==> src/rtl/keypad_decoder.sv <==
// keypad_decoder: receive side of a 4x4 matrix keypad.
// The external column scanner drives one-hot column strobes and a sample
// pulse per column. This block samples the synchronized rows, assembles
// one result per full scan (NONE / SINGLE(code) / MULTI), debounces the
// scan results and emits accepted key events.
//
// Ports:
//   clk        system clock
//   reset      asynchronous, active-high reset
//   row        raw row lines, active-high, asynchronous to clk
//   column     one-hot column currently driven (bit i = column i)
//   sample_en  one-cycle pulse: column is stable, rows may be sampled
//   key_code   last accepted key, row_idx*4 + col_idx
//   key_valid  one-cycle pulse when a new key is accepted
//   key_held   high from acceptance until debounced release
//   multi_key  last completed scan saw more than one pressed key
//   scan_err   one-cycle pulse after a sample_en with a non-one-hot column
//   dbg_state  debounce FSM state (0 IDLE, 1 DEBOUNCE, 2 PRESSED, 3 RELEASE)
//
// Handshake: sample_en is a single-cycle strobe with no back-pressure; a
// scan is the samples from column 0001 through column 1000, and its result
// is handed to the debounce FSM as a one-cycle internal pulse (res_valid)
// that the FSM always consumes on the following cycle.
module keypad_decoder #(
  parameter int DEBOUNCE_SCANS = 3,
  parameter int CNT_W          = 3
) (
  input  logic       clk,
  input  logic       reset,
  input  logic [3:0] row,
  input  logic [3:0] column,
  input  logic       sample_en,
  output logic [3:0] key_code,
  output logic       key_valid,
  output logic       key_held,
  output logic       multi_key,
  output logic       scan_err,
  output logic [1:0] dbg_state
);

  typedef enum logic [1:0] {IDLE, DEBOUNCE, PRESSED, RELEASE} state_t;
  typedef enum logic [1:0] {RES_NONE, RES_SINGLE, RES_MULTI} res_t;

  localparam logic [CNT_W-1:0] DB = CNT_W'(DEBOUNCE_SCANS);

  // Index of the set bit in a one-hot nibble.
  function automatic logic [1:0] idx4(input logic [3:0] v);
    case (v)
      4'b0010: idx4 = 2'd1;
      4'b0100: idx4 = 2'd2;
      4'b1000: idx4 = 2'd3;
      default: idx4 = 2'd0;
    endcase
  endfunction

  // ---------------------------------------------------------------- sync
  logic [3:0] row_m, row_s;

  always_ff @(posedge clk or posedge reset) begin
    if (reset) begin
      row_m <= 4'b0;
      row_s <= 4'b0;
    end else begin
      row_m <= row;
      row_s <= row_m;
    end
  end

  // -------------------------------------------------------- scan assembly
  logic       armed;      // a scan has started with column 0001
  logic       acc_hit, acc_multi;
  logic [3:0] acc_code;
  logic       res_valid;
  res_t       res_kind;
  logic [3:0] res_code;

  logic       col_ok, col_first, col_last;
  logic       b_hit, b_multi;
  logic [3:0] b_code;
  logic       f_hit, f_multi;
  logic [3:0] f_code;

  // Fold the current sample into the accumulator. Column 0001 folds into
  // a cleared accumulator so a new scan never inherits stale hits.
  always_comb begin
    col_ok    = $onehot(column);
    col_first = (column == 4'b0001);
    col_last  = (column == 4'b1000);
    b_hit     = col_first ? 1'b0 : acc_hit;
    b_multi   = col_first ? 1'b0 : acc_multi;
    b_code    = col_first ? 4'b0 : acc_code;
    f_hit     = b_hit;
    f_multi   = b_multi;
    f_code    = b_code;
    if (row_s != 4'b0) begin
      if (!$onehot(row_s) || b_hit) begin
        f_multi = 1'b1;
      end else begin
        f_hit  = 1'b1;
        f_code = {idx4(row_s), idx4(column)};
      end
    end
  end

  always_ff @(posedge clk or posedge reset) begin
    if (reset) begin
      armed     <= 1'b0;
      acc_hit   <= 1'b0;
      acc_multi <= 1'b0;
      acc_code  <= 4'b0;
      res_valid <= 1'b0;
      res_kind  <= RES_NONE;
      res_code  <= 4'b0;
      multi_key <= 1'b0;
      scan_err  <= 1'b0;
    end else begin
      res_valid <= 1'b0;
      scan_err  <= 1'b0;
      if (sample_en) begin
        if (!col_ok) begin
          // Bad strobe: drop the partial scan and wait for a fresh 0001.
          armed     <= 1'b0;
          acc_hit   <= 1'b0;
          acc_multi <= 1'b0;
          acc_code  <= 4'b0;
          scan_err  <= 1'b1;
        end else if (col_first || armed) begin
          if (col_last) begin
            res_valid <= 1'b1;
            res_kind  <= f_multi ? RES_MULTI : (f_hit ? RES_SINGLE : RES_NONE);
            res_code  <= f_code;
            multi_key <= f_multi;
            armed     <= 1'b0;
            acc_hit   <= 1'b0;
            acc_multi <= 1'b0;
            acc_code  <= 4'b0;
          end else begin
            armed     <= 1'b1;
            acc_hit   <= f_hit;
            acc_multi <= f_multi;
            acc_code  <= f_code;
          end
        end
      end
    end
  end

  // ---------------------------------------------------------- debounce FSM
  state_t           state, state_n;
  logic [CNT_W-1:0] cnt, cnt_n, cnt_inc;
  logic [3:0]       cand, cand_n, code_n;
  logic             held_n, valid_n;
  logic             res_single, res_none;

  assign dbg_state = state;

  always_comb begin
    res_single = res_valid && (res_kind == RES_SINGLE);
    res_none   = res_valid && (res_kind == RES_NONE);
    cnt_inc    = (cnt >= DB) ? DB : cnt + CNT_W'(1);  // saturating
    state_n    = state;
    cnt_n      = cnt;
    cand_n     = cand;
    code_n     = key_code;
    held_n     = key_held;
    valid_n    = 1'b0;
    case (state)
      IDLE: begin
        if (res_single) begin
          if (DEBOUNCE_SCANS == 1) begin
            state_n = PRESSED;
            cnt_n   = '0;
            code_n  = res_code;
            valid_n = 1'b1;
            held_n  = 1'b1;
          end else begin
            state_n = DEBOUNCE;
            cnt_n   = CNT_W'(1);
            cand_n  = res_code;
          end
        end
      end
      DEBOUNCE: begin
        if (res_single && (res_code == cand)) begin
          cnt_n = cnt_inc;
          if (cnt_inc == DB) begin
            state_n = PRESSED;
            cnt_n   = '0;
            code_n  = cand;
            valid_n = 1'b1;
            held_n  = 1'b1;
          end
        end else if (res_single) begin
          cnt_n  = CNT_W'(1);
          cand_n = res_code;
        end else if (res_valid) begin
          state_n = IDLE;
          cnt_n   = '0;
        end
      end
      PRESSED: begin
        // Any non-empty scan keeps the key held; only an empty scan starts
        // the release count.
        if (res_none) begin
          if (DEBOUNCE_SCANS == 1) begin
            state_n = IDLE;
            cnt_n   = '0;
            held_n  = 1'b0;
          end else begin
            state_n = RELEASE;
            cnt_n   = CNT_W'(1);
          end
        end
      end
      RELEASE: begin
        if (res_none) begin
          cnt_n = cnt_inc;
          if (cnt_inc == DB) begin
            state_n = IDLE;
            cnt_n   = '0;
            held_n  = 1'b0;
          end
        end else if (res_valid) begin
          state_n = PRESSED;
          cnt_n   = '0;
        end
      end
      default: begin
        state_n = IDLE;
        cnt_n   = '0;
      end
    endcase
  end

  always_ff @(posedge clk or posedge reset) begin
    if (reset) begin
      state     <= IDLE;
      cnt       <= '0;
      cand      <= 4'b0;
      key_code  <= 4'b0;
      key_held  <= 1'b0;
      key_valid <= 1'b0;
    end else begin
      state     <= state_n;
      cnt       <= cnt_n;
      cand      <= cand_n;
      key_code  <= code_n;
      key_held  <= held_n;
      key_valid <= valid_n;
    end
  end

endmodule

==> config.mk <==
export PLATFORM = sky130hd
export DESIGN_NAME = keypad_decoder
export DESIGN_NICKNAME = d
export VERILOG_FILES = /design/src/rtl/keypad_decoder.sv
export SDC_FILE = /design/constraint.sdc
export NUM_CORES = 1
export LEC_CHECK = 0
export CAP_MARGIN = 15
export CORE_AREA = 4 4 66 68
export DETAILED_ROUTE_END_ITERATION = 10
export DIE_AREA = 0 0 70 72
export GPL_TIMING_DRIVEN = 0
export HOLD_SLACK_MARGIN = 0.15
export PLACE_DENSITY = 0.76
export SLEW_MARGIN = 15
export SYNTH_ARGS = -nofsm -noshare
export SYNTH_HDL_FRONTEND = slang
export SYNTH_SLANG_ARGS = --single-unit
==> constraint.sdc <==
create_clock -name clk -period 3.1 [get_ports clk]
set_clock_uncertainty 0.15 [all_clocks]
set_input_delay 0.62 -clock clk [delete_from_list [all_inputs] [get_ports clk]]
set_output_delay 0.62 -clock clk [all_outputs]
set_load 0.005 [all_outputs]
==> results of run 1 <==
-- layout by cell type (no fill, tap or decap), drive strengths merged, types with 4 or more instances in the layout --
master,n
a22o,4
a31oi,6
and2,5
buf,6
clkbuf,6
clkdlybuf4s50,17
dfrtp,38
ha,11
inv,21
mux2,6
nand2,22
nor2,6
nor2b,6
o21ai,8
xor2,7
-- Yosys cell counts, types with 2 or more instances --
library cell / number / area share
dfrtp_1: 38 / 0.47
nor2_1: 6 / 0.011
inv_1: 21 / 0.039
or3_1: 2 / 0.0061
o21a_1: 3 / 0.011
nor3b_2: 2 / 0.012
mux2i_1: 2 / 0.0098
o211ai_1: 3 / 0.011
fa_1: 2 / 0.020
o21ai_0: 7 / 0.017
mux2_2: 6 / 0.033
nor2b_1: 6 / 0.018
o22ai_1: 3 / 0.0092
xor2_1: 7 / 0.030
a211oi_1: 2 / 0.0074
buf_2: 2 / 0.0049
ha_1: 11 / 0.068
o31ai_1: 2 / 0.0074
a22o_1: 4 / 0.017
and2_1: 5 / 0.015
nand2_1: 22 / 0.041
a21oi_1: 2 / 0.0049
nand3_1: 3 / 0.0074
a31oi_1: 6 / 0.018
-- per-layer routing --
metal	up-vias	share of wire	track usage	wire length, um
li1	726	-	-	-
met1	729	0.40	0.189	1590
met2	41	0.54	0.325	2120
met3	6	0.041	0.0457	160
met4	0	0.017	0.0830	68
met5	-	0	0	0
-- registers in the layout, indices dropped and copies added (netlist names), 2 cells and up --
signal     cells
row_m          4
cand           4
acc_code       4
key_code       4
res_code       4
dbg_state      2
row_s          4
cnt            3
-- stage by stage --
step / setup slack (ns) / instance area (um2)
finish: 0.176 / 2460
global route: 0.0180 / 2460
CTS: 0.185 / 2450
detailed placement: -0.596 / 2330
global placement: -0.555 / 2330
floorplan: 0.0158 / 2080
-- timing repair --
action	4_1_cts	5_1_grt
setup endpoints to repair	12	4
buffers inserted	3	0
pin swaps	1	0
resized for setup	6	1
-- cell type report --
class / count / area share
Multi-Input combinational cell: 129 / 0.419
Sequential cell: 38 / 0.387
Timing Repair Buffer: 22 / 0.0855
Clock buffer: 6 / 0.0336
Inverter: 21 / 0.0321
Tap cell: 50 / 0.0254
Buffer: 3 / 0.0127
Clock inverter: 2 / 0.00509
-- path summary, 6_finish.rpt --
path | end | slack, ns
hold / removal | row_s[2] | 0.20
setup / recovery | res_code[3] | 0.18
setup reg to reg | res_code[0] | 0.22
min in group asynchronous | res_code[2] | 0.64
max in group asynchronous | cnt[1] | 1.68
hold reg to reg | row_s[2] | 0.20
-- report_power, final --
group          leakage, nW  internal, W  switching, W
Combinational        0.599    0.0000818     0.0000870
Clock               0.0472     0.000179      0.000174
Sequential           0.504     0.000511     0.0000158
Total                 1.15     0.000772      0.000277
-- cells by family (layout without fill, tap and decap cells) --
family | after synthesis | count (layout) | share of synthesized area
compound gates | 40 | 40 | 0.138
buf+inv | 24 | 54 | 0.0473
simple gates | 61 | 61 | 0.188
mux | 8 | 8 | 0.0430
xor+xnor | 7 | 7 | 0.0301
fa+ha+maj | 13 | 13 | 0.0872
flops | 38 | 38 | 0.467
==> flow_metrics.tcl, run 1 <==
set metrics [dict create \
    ios 21 \
    synth_edf_count 0 \
    p_leak_nw 1.15 \
    clockBufferDepth 2 \
    vias 1502 \
    syn2layout_area_growth_pct 20.6 \
    yosys_most_used_dff "dfrtp_1" \
    rsz0062_at_grt "no" \
    io_buffers 19 \
    critical_path_class "input port to flip-flop" \
    coreArea_um2 3860 \
    async_reset_ff_frac 1.00 \
    die_x_um 70 \
    path_clk_slew_ns 0.07 \
    synth_area_um2 2040 \
    hold_buffers 0 \
    drc 0 \
    path_buf_inv 4 \
    grtUsageTotal 0.176 \
    dr.pass1.iters 4 \
    drive_above_1_share 0.163 \
    post-place-cells 260 \
    fin_crit_sh 0.943 \
    ys_ff_latch 38 \
    antenna_cells 0 \
    finalWirelength_um 3940 \
    ant_nets 0 \
    tritoncts "built" \
    timing.rr.start "row_s[3]" \
    relSlewSlack 0.492 \
    crit_start "column[0]" \
    grt-ovfl-total 0 \
    multi_input_area_um2 1030 \
    path_cells "dlygate4sd2_1 > inv_2 > fa_1 > inv_1 > ha_2 > ha_4 > or3b_4 > nor4_4 > buf_6 > mux2_4" \
    finalPower_w 0.00105 \
    final-seq-area_um2 951 \
    drt_iter0_markers 61 \
    worst_pin_slew_ns 0.761 \
    syn_nets 215 \
    critPathTopFamily "adder cells" \
    period_minus_slack_ns 2.92 \
    grt_max_degree 39 \
    critPathMaxFanout 7 \
    drt-wirelength-per-cell_um 14.5 \
    cpMaxStageDelayCell "fa_1" \
    clock_sinks 38 \
    endpoint_kind "flip-flop" \
    final_util 0.638 \
    start_util 0.529 \
    filler_cell_count 321 \
    p_per_area_nw_per_um2 427 \
    fmax_mhz 342 \
    hold_viol 0 \
    whs_ns 0.200 \
    worst-path-stages 10 \
    insertion_delay_ns 0.29 \
    synth_warnings 0 \
    critPathMaxStageDelay_ns 0.52 \
    ir_drop_v 0.000298 \
    layout.cells.non_filler 271 \
    ys_types 48 \
    grt_pass1_vias 1644 \
    worstPathRequired_ns 3.13 \
    holdPathStages 0 \
    antenna_found_initial 0 \
    htreeDepth 2 \
    min_path_type "flip-flop to flip-flop" \
    ys_seq_area_frac 0.467 \
    finalSetupViolCount 0 \
    fp-row-count 23 \
    setup_tns_ns 0 \
    via_per_inst 5.54 \
    grt_first_pass_wirelength_um 7070 \
    r2r_cells 9 \
    critPathLaunchType "input port" \
    die_area_um2 5040 \
    drv_cap 0 \
    slew_violations 0 \
    die_h_um 72 \
    cts-root-buf "clkbuf_8" \
    arrival_ns 2.96 \
    min_from "row_m[2]" \
    syn_avg_cell_area_um2 10.7 \
    nNetsFinal 244 \
    outcome "finished, final reports clean" \
    dpl.hpwl_um 3050 \
    cts_buffers 5 \
    synth_cells 191 \
    routabilityCongestion 0.866 \
]
No activity file was read; power rests on OpenSTA's default activity.
==> run 2: changes to the inputs <==
CAP_MARGIN = default   (was 15)
MAX_ROUTING_LAYER = met4   (was default)
==> run 2 against run 1 <==
Effect of this change:
- clock power is 47% higher
- sequential power hardly changed
- critical path depth stayed put
- non-clock buffer count is 1 lower
- flip-flop and latch count stayed put
- wire length is 1.6% lower
- critical path type unchanged
- critical endpoint unchanged
- largest cell class unchanged
- largest power group unchanged
- highest routed layer unchanged
==> flow_metrics.tcl, run 2 (same netlist as run 1, synthesis figures left out) <==
set metrics [dict create \
    rsz0062_at_grt "no" \
    final_common_cell "dfrtp_1" \
    arrival_ns 3.02 \
    slew_violations 0 \
    fmax_mhz 335 \
    dp_slack_ns -0.641 \
    p_sw_frac 0.229 \
    coreArea_um2 3860 \
    nNetsFinal 243 \
    fp-row-count 23 \
    seqPwrFrac 0.435 \
    die_h_um 72 \
    internal_power_w 0.000934 \
    finalSetupViolCount 0 \
    antenna_found_initial 0 \
    die_area_um2 5040 \
    finalPower_w 0.00121 \
    clockBufferDepth 2 \
    drt-wirelength-per-cell_um 14.3 \
    drc 0 \
    critPathMaxFanout 7 \
    critPathLaunchType "input port" \
    ant_nets 0 \
    drive_above_1_share 0.159 \
    routabilityCongestion 0.868 \
    p_sw_w 0.000277 \
    grtUsageTotal 0.170 \
    clkPwrFrac 0.429 \
    path_clk_slew_ns 0.07 \
    finalWirelength_um 3870 \
    syn2layout_area_growth_pct 22.7 \
    fin_crit_sh 0.964 \
    dr.pass1.iters 4 \
    antenna_cells 0 \
    start_util 0.529 \
    cts-root-buf "clkbuf_8" \
    tritoncts "built" \
    htreeDepth 2 \
    grt_pass1_vias 1529 \
    dpl.hpwl_um 2940 \
    period_minus_slack_ns 2.99 \
    worst_pin_slew_ns 0.768 \
    drv_cap 0 \
    final_util 0.649 \
    r2r_slack_ns 0.23 \
    relSlewSlack 0.487 \
    grt_first_pass_wirelength_um 6600 \
    ios 21 \
    die_x_um 70 \
    critical_path_class "input port to flip-flop" \
    setup_slack_ns 0.111 \
    hold_viol 0 \
    mostFrequentLayoutCells "dfrtp_1, nand2_1, inv_1, clkdlybuf4s50_1, ha_1" \
    via_per_inst 5.57 \
    insertion_delay_ns 0.29 \
    grt_max_degree 39 \
    outcome "finished, final reports clean" \
    endpoint_kind "flip-flop" \
    p_leak_nw 1.17 \
    min_path_type "flip-flop to flip-flop" \
    clock_sinks 38 \
    cts_buffers 5 \
    ir_drop_v 0.000350 \
    power_frac_comb 0.136 \
    worstPathRequired_ns 3.13 \
    p_per_area_nw_per_um2 484 \
    setup_tns_ns 0 \
    drt_iter0_markers 105 \
    io_buffers 19 \
    vias 1504 \
    grt-ovfl-total 0 \
]
==> run 2: cell count changes in the layout (fill, tap and decap cells not counted), sizes merged <==
| cell | before | now |
|---|---|---|
| bufinv | 0 | 2 |
| buf | 6 | 5 |
| clkinv | 1 | 0 |
| clkinvlp | 1 | 0 |
==> run 2: through the flow <==
step / hold WS [ns] / instances / instance area (um2)
after floorplan: 0.181 / 191 / 2080
after global placement: 0.182 / 260 / 2330
after detailed placement: 0.192 / 260 / 2330
after CTS: 0.208 / 270 / 2500
after global routing: 0.211 / 270 / 2500
final: 0.206 / 270 / 2500
==> run 2: routing by layer <==
layer | share of wire | up-vias | global-route usage
met5 | 0 | - | -
met4 | 0.018 | 0 | 0.0617
met3 | 0.035 | 8 | 0.0416
met2 | 0.53 | 29 | 0.303
met1 | 0.42 | 744 | 0.184
li1 | - | 723 | -
==> run 2: area by class of cell <==
cell class	instances	area [um2]
clock buffer	6	82.6
multi-input combinational	129	1030
timing repair buffer	21	203
buffer	3	31.3
sequential	38	951
clock inverter	2	60.1
fill	308	1360
tap	50	62.6
inverter	21	78.8
==> run 2: path summary, 6_finish.rpt <==
kind / start / endpoint / cells past startpoint
max: column[0] / res_code[3] / 10
min: row_m[0] / row_s[0] / 0
max reg2reg: row_s[3] / acc_code[2] / 9
min reg2reg: row_m[0] / row_s[0] / 0
max in group asynchronous: reset / scan_err / 2
min in group asynchronous: reset / key_code[2] / 2
==> run 2: worst max-delay path, cell delays in order <==
cell and delay, ns:
dlygate4sd2_1 0.24, inv_2 0.07, fa_1 0.53, inv_1 0.04
ha_2 0.17, ha_4 0.24, or3b_4 0.43, nor4_4 0.20
buf_6 0.17, mux2_4 0.29
==> run 2: what timing repair did <==
| action | CTS | global route |
|---|---|---|
| hold buffers | 0 | 0 |
| endpoints found under the setup margin | 12 | 0 |
| setup buffers | 2 | 0 |
| resized for setup | 7 | 0 |
==> run 2: power groups by stage <==
stage | Clock (W) | Combinational, W | Sequential, W
after global routing | 0.000549 | 0.000182 | 0.000529
after CTS | 0.000527 | 0.000166 | 0.000526
after global placement | 0 | 0.000155 | 0.000534
final | 0.000519 | 0.000165 | 0.000527
after floorplan | 0 | 0.000117 | 0.000531
after detailed placement | 0 | 0.000162 | 0.000536
==> run 3: changes to the inputs <==
CAP_MARGIN = 0   (was default)
SETUP_SLACK_MARGIN = 0.3   (was default)
==> run 3 against run 2 <==
Effect of this change:
- critical path depth unchanged
- global-route usage decreased by 0.14 points
- first-iteration DRC count is 10% higher
- highest routed layer unchanged
- via count grew 0.86%
- clock-buffer cell count is the same
- design area is 3.4% higher
- core utilization up 2.2 points
==> flow_metrics.tcl, run 3 (same netlist as run 1, synthesis figures left out) <==
set metrics [dict create \
    outcome "finished, final reports clean" \
    io_buffers 19 \
    cts-root-buf "clkbuf_8" \
    critical_path_class "input port to flip-flop" \
    critPathLaunchType "input port" \
    timing.rr.start "row_s[3]" \
    routabilityCongestion 0.930 \
    filler_cell_count 314 \
    htreeDepth 2 \
    die_x_um 70 \
    syn2layout_area_growth_pct 26.8 \
    grt_busiest_layer "met2" \
    grtUsageTotal 0.168 \
    period_minus_slack_ns 2.82 \
    vias 1517 \
    min_path_type "flip-flop to flip-flop" \
    dr.pass1.iters 4 \
    p_leak_nw 1.21 \
    die_h_um 72 \
    drt-wirelength-per-cell_um 13.8 \
    die_area_um2 5040 \
    finalSetupViolCount 0 \
    tritoncts "built" \
    drive_above_1_share 0.207 \
    hold_viol 0 \
    coreArea_um2 3860 \
    dpl.hpwl_um 2760 \
    p_sw_frac 0.227 \
    internal_power_w 0.000947 \
    clockBufferDepth 2 \
    antenna_cells 0 \
    rsz0062_at_grt "yes" \
    ios 21 \
    seqPwrFrac 0.429 \
    fp-row-count 23 \
    met1_usage 0.182 \
    setup_tns_ns 0 \
    clkPwrFrac 0.422 \
    grt_first_pass_wirelength_um 6650 \
    crit_start "column[0]" \
    p_per_area_nw_per_um2 474 \
    dp_slack_ns -0.597 \
    worstPathRequired_ns 3.13 \
    worst_pin_slew_ns 0.760 \
    p_sw_w 0.000278 \
    power_frac_comb 0.149 \
    insertion_delay_ns 0.28 \
    ir_drop_v 0.000279 \
    antenna_found_initial 0 \
    mostFrequentLayoutCells "dfrtp_1, nand2_1, inv_1, clkdlybuf4s50_1, ha_1" \
    ant_nets 0 \
    nNetsFinal 250 \
    via_per_inst 5.48 \
    cts_buffers 5 \
    relSlewSlack 0.493 \
    drt_iter0_markers 116 \
    grt_max_degree 39 \
    critPathMaxFanout 6 \
    min_from "row_m[0]" \
    endpoint_kind "flip-flop" \
    start_util 0.529 \
    drc 0 \
    use_met3 0.0416 \
    finalWirelength_um 3820 \
    grt_pass1_vias 1547 \
    grt-ovfl-total 0 \
    fmax_mhz 355 \
    path_clk_slew_ns 0.08 \
    slew_violations 0 \
    setup_slack_ns 0.283 \
    drv_cap 0 \
    clock_sinks 38 \
    final_common_cell "dfrtp_1" \
    met2_usage 0.290 \
    finalPower_w 0.00123 \
    fin_crit_sh 0.909 \
    arrival_ns 2.85 \
]
## run 3: path summary, 6_finish.rpt
kind / cells past startpoint / end / slack, ns
worst max register to register: 9 / acc_code[1] / 0.37
min in group asynchronous: 2 / key_code[3] / 0.63
worst min register to register: 0 / row_s[0] / 0.20
worst max-delay path: 10 / res_code[3] / 0.28
worst min-delay path: 0 / row_s[0] / 0.20
max in group asynchronous: 2 / scan_err / 1.68
## run 3: metrics by stage
step | util | hold slack [ns] | area, um2 | std cells
floorplan | - | 0.181 | 2080 | 191
global placement | 0.604 | 0.184 | 2330 | 260
detailed placement | 0.604 | 0.185 | 2330 | 260
CTS | 0.655 | 0.201 | 2530 | 274
global route | 0.670 | 0.207 | 2580 | 277
finish | 0.670 | 0.199 | 2580 | 277
## run 3: final cells by class
type	count	area (um2)	share of cell area
plain buffers	3	31.3	0.0121
flip-flops and latches	38	951	0.368
inverters	21	81.3	0.0315
clock inverters	2	60.1	0.0232
clock buffers	6	82.6	0.0319
multi-input cells	129	1050	0.406
repair buffers	28	267	0.103
well taps	50	62.6	0.0242
## run 3: layer usage
metal,wire length (um),part of all wire,vias up
met2,1990,0.52,32
met5,0,0,-
li1,-,-,736
met1,1590,0.42,742
met3,157,0.041,7
met4,76,0.020,0
## run 3: power by group through the flow
stage | combinational (W) | sequential [W] | clock, W
floorplan | 0.000117 | 0.000531 | 0
global placement | 0.000153 | 0.000534 | 0
detailed placement | 0.000160 | 0.000535 | 0
CTS | 0.000171 | 0.000525 | 0.000525
global route | 0.000203 | 0.000527 | 0.000545
finish | 0.000183 | 0.000526 | 0.000516
## run 3: critical path, cell delays in order
cell,delay [ns]
buf_8,0.08
inv_4,0.03
fa_1,0.52
inv_1,0.05
ha_2,0.18
ha_4,0.21
or3b_4,0.39
nor4_4,0.32
buf_6,0.17
mux2_4,0.29
## run 3: timing repair
item / in CTS / in global routing
resized for setup: 13 / 11
endpoints found under the hold margin: 0 / 0
pin swaps: 4 / 4
hold buffers: 0 / 0
setup endpoints to repair: 14 / 12
setup buffers: 6 / 3
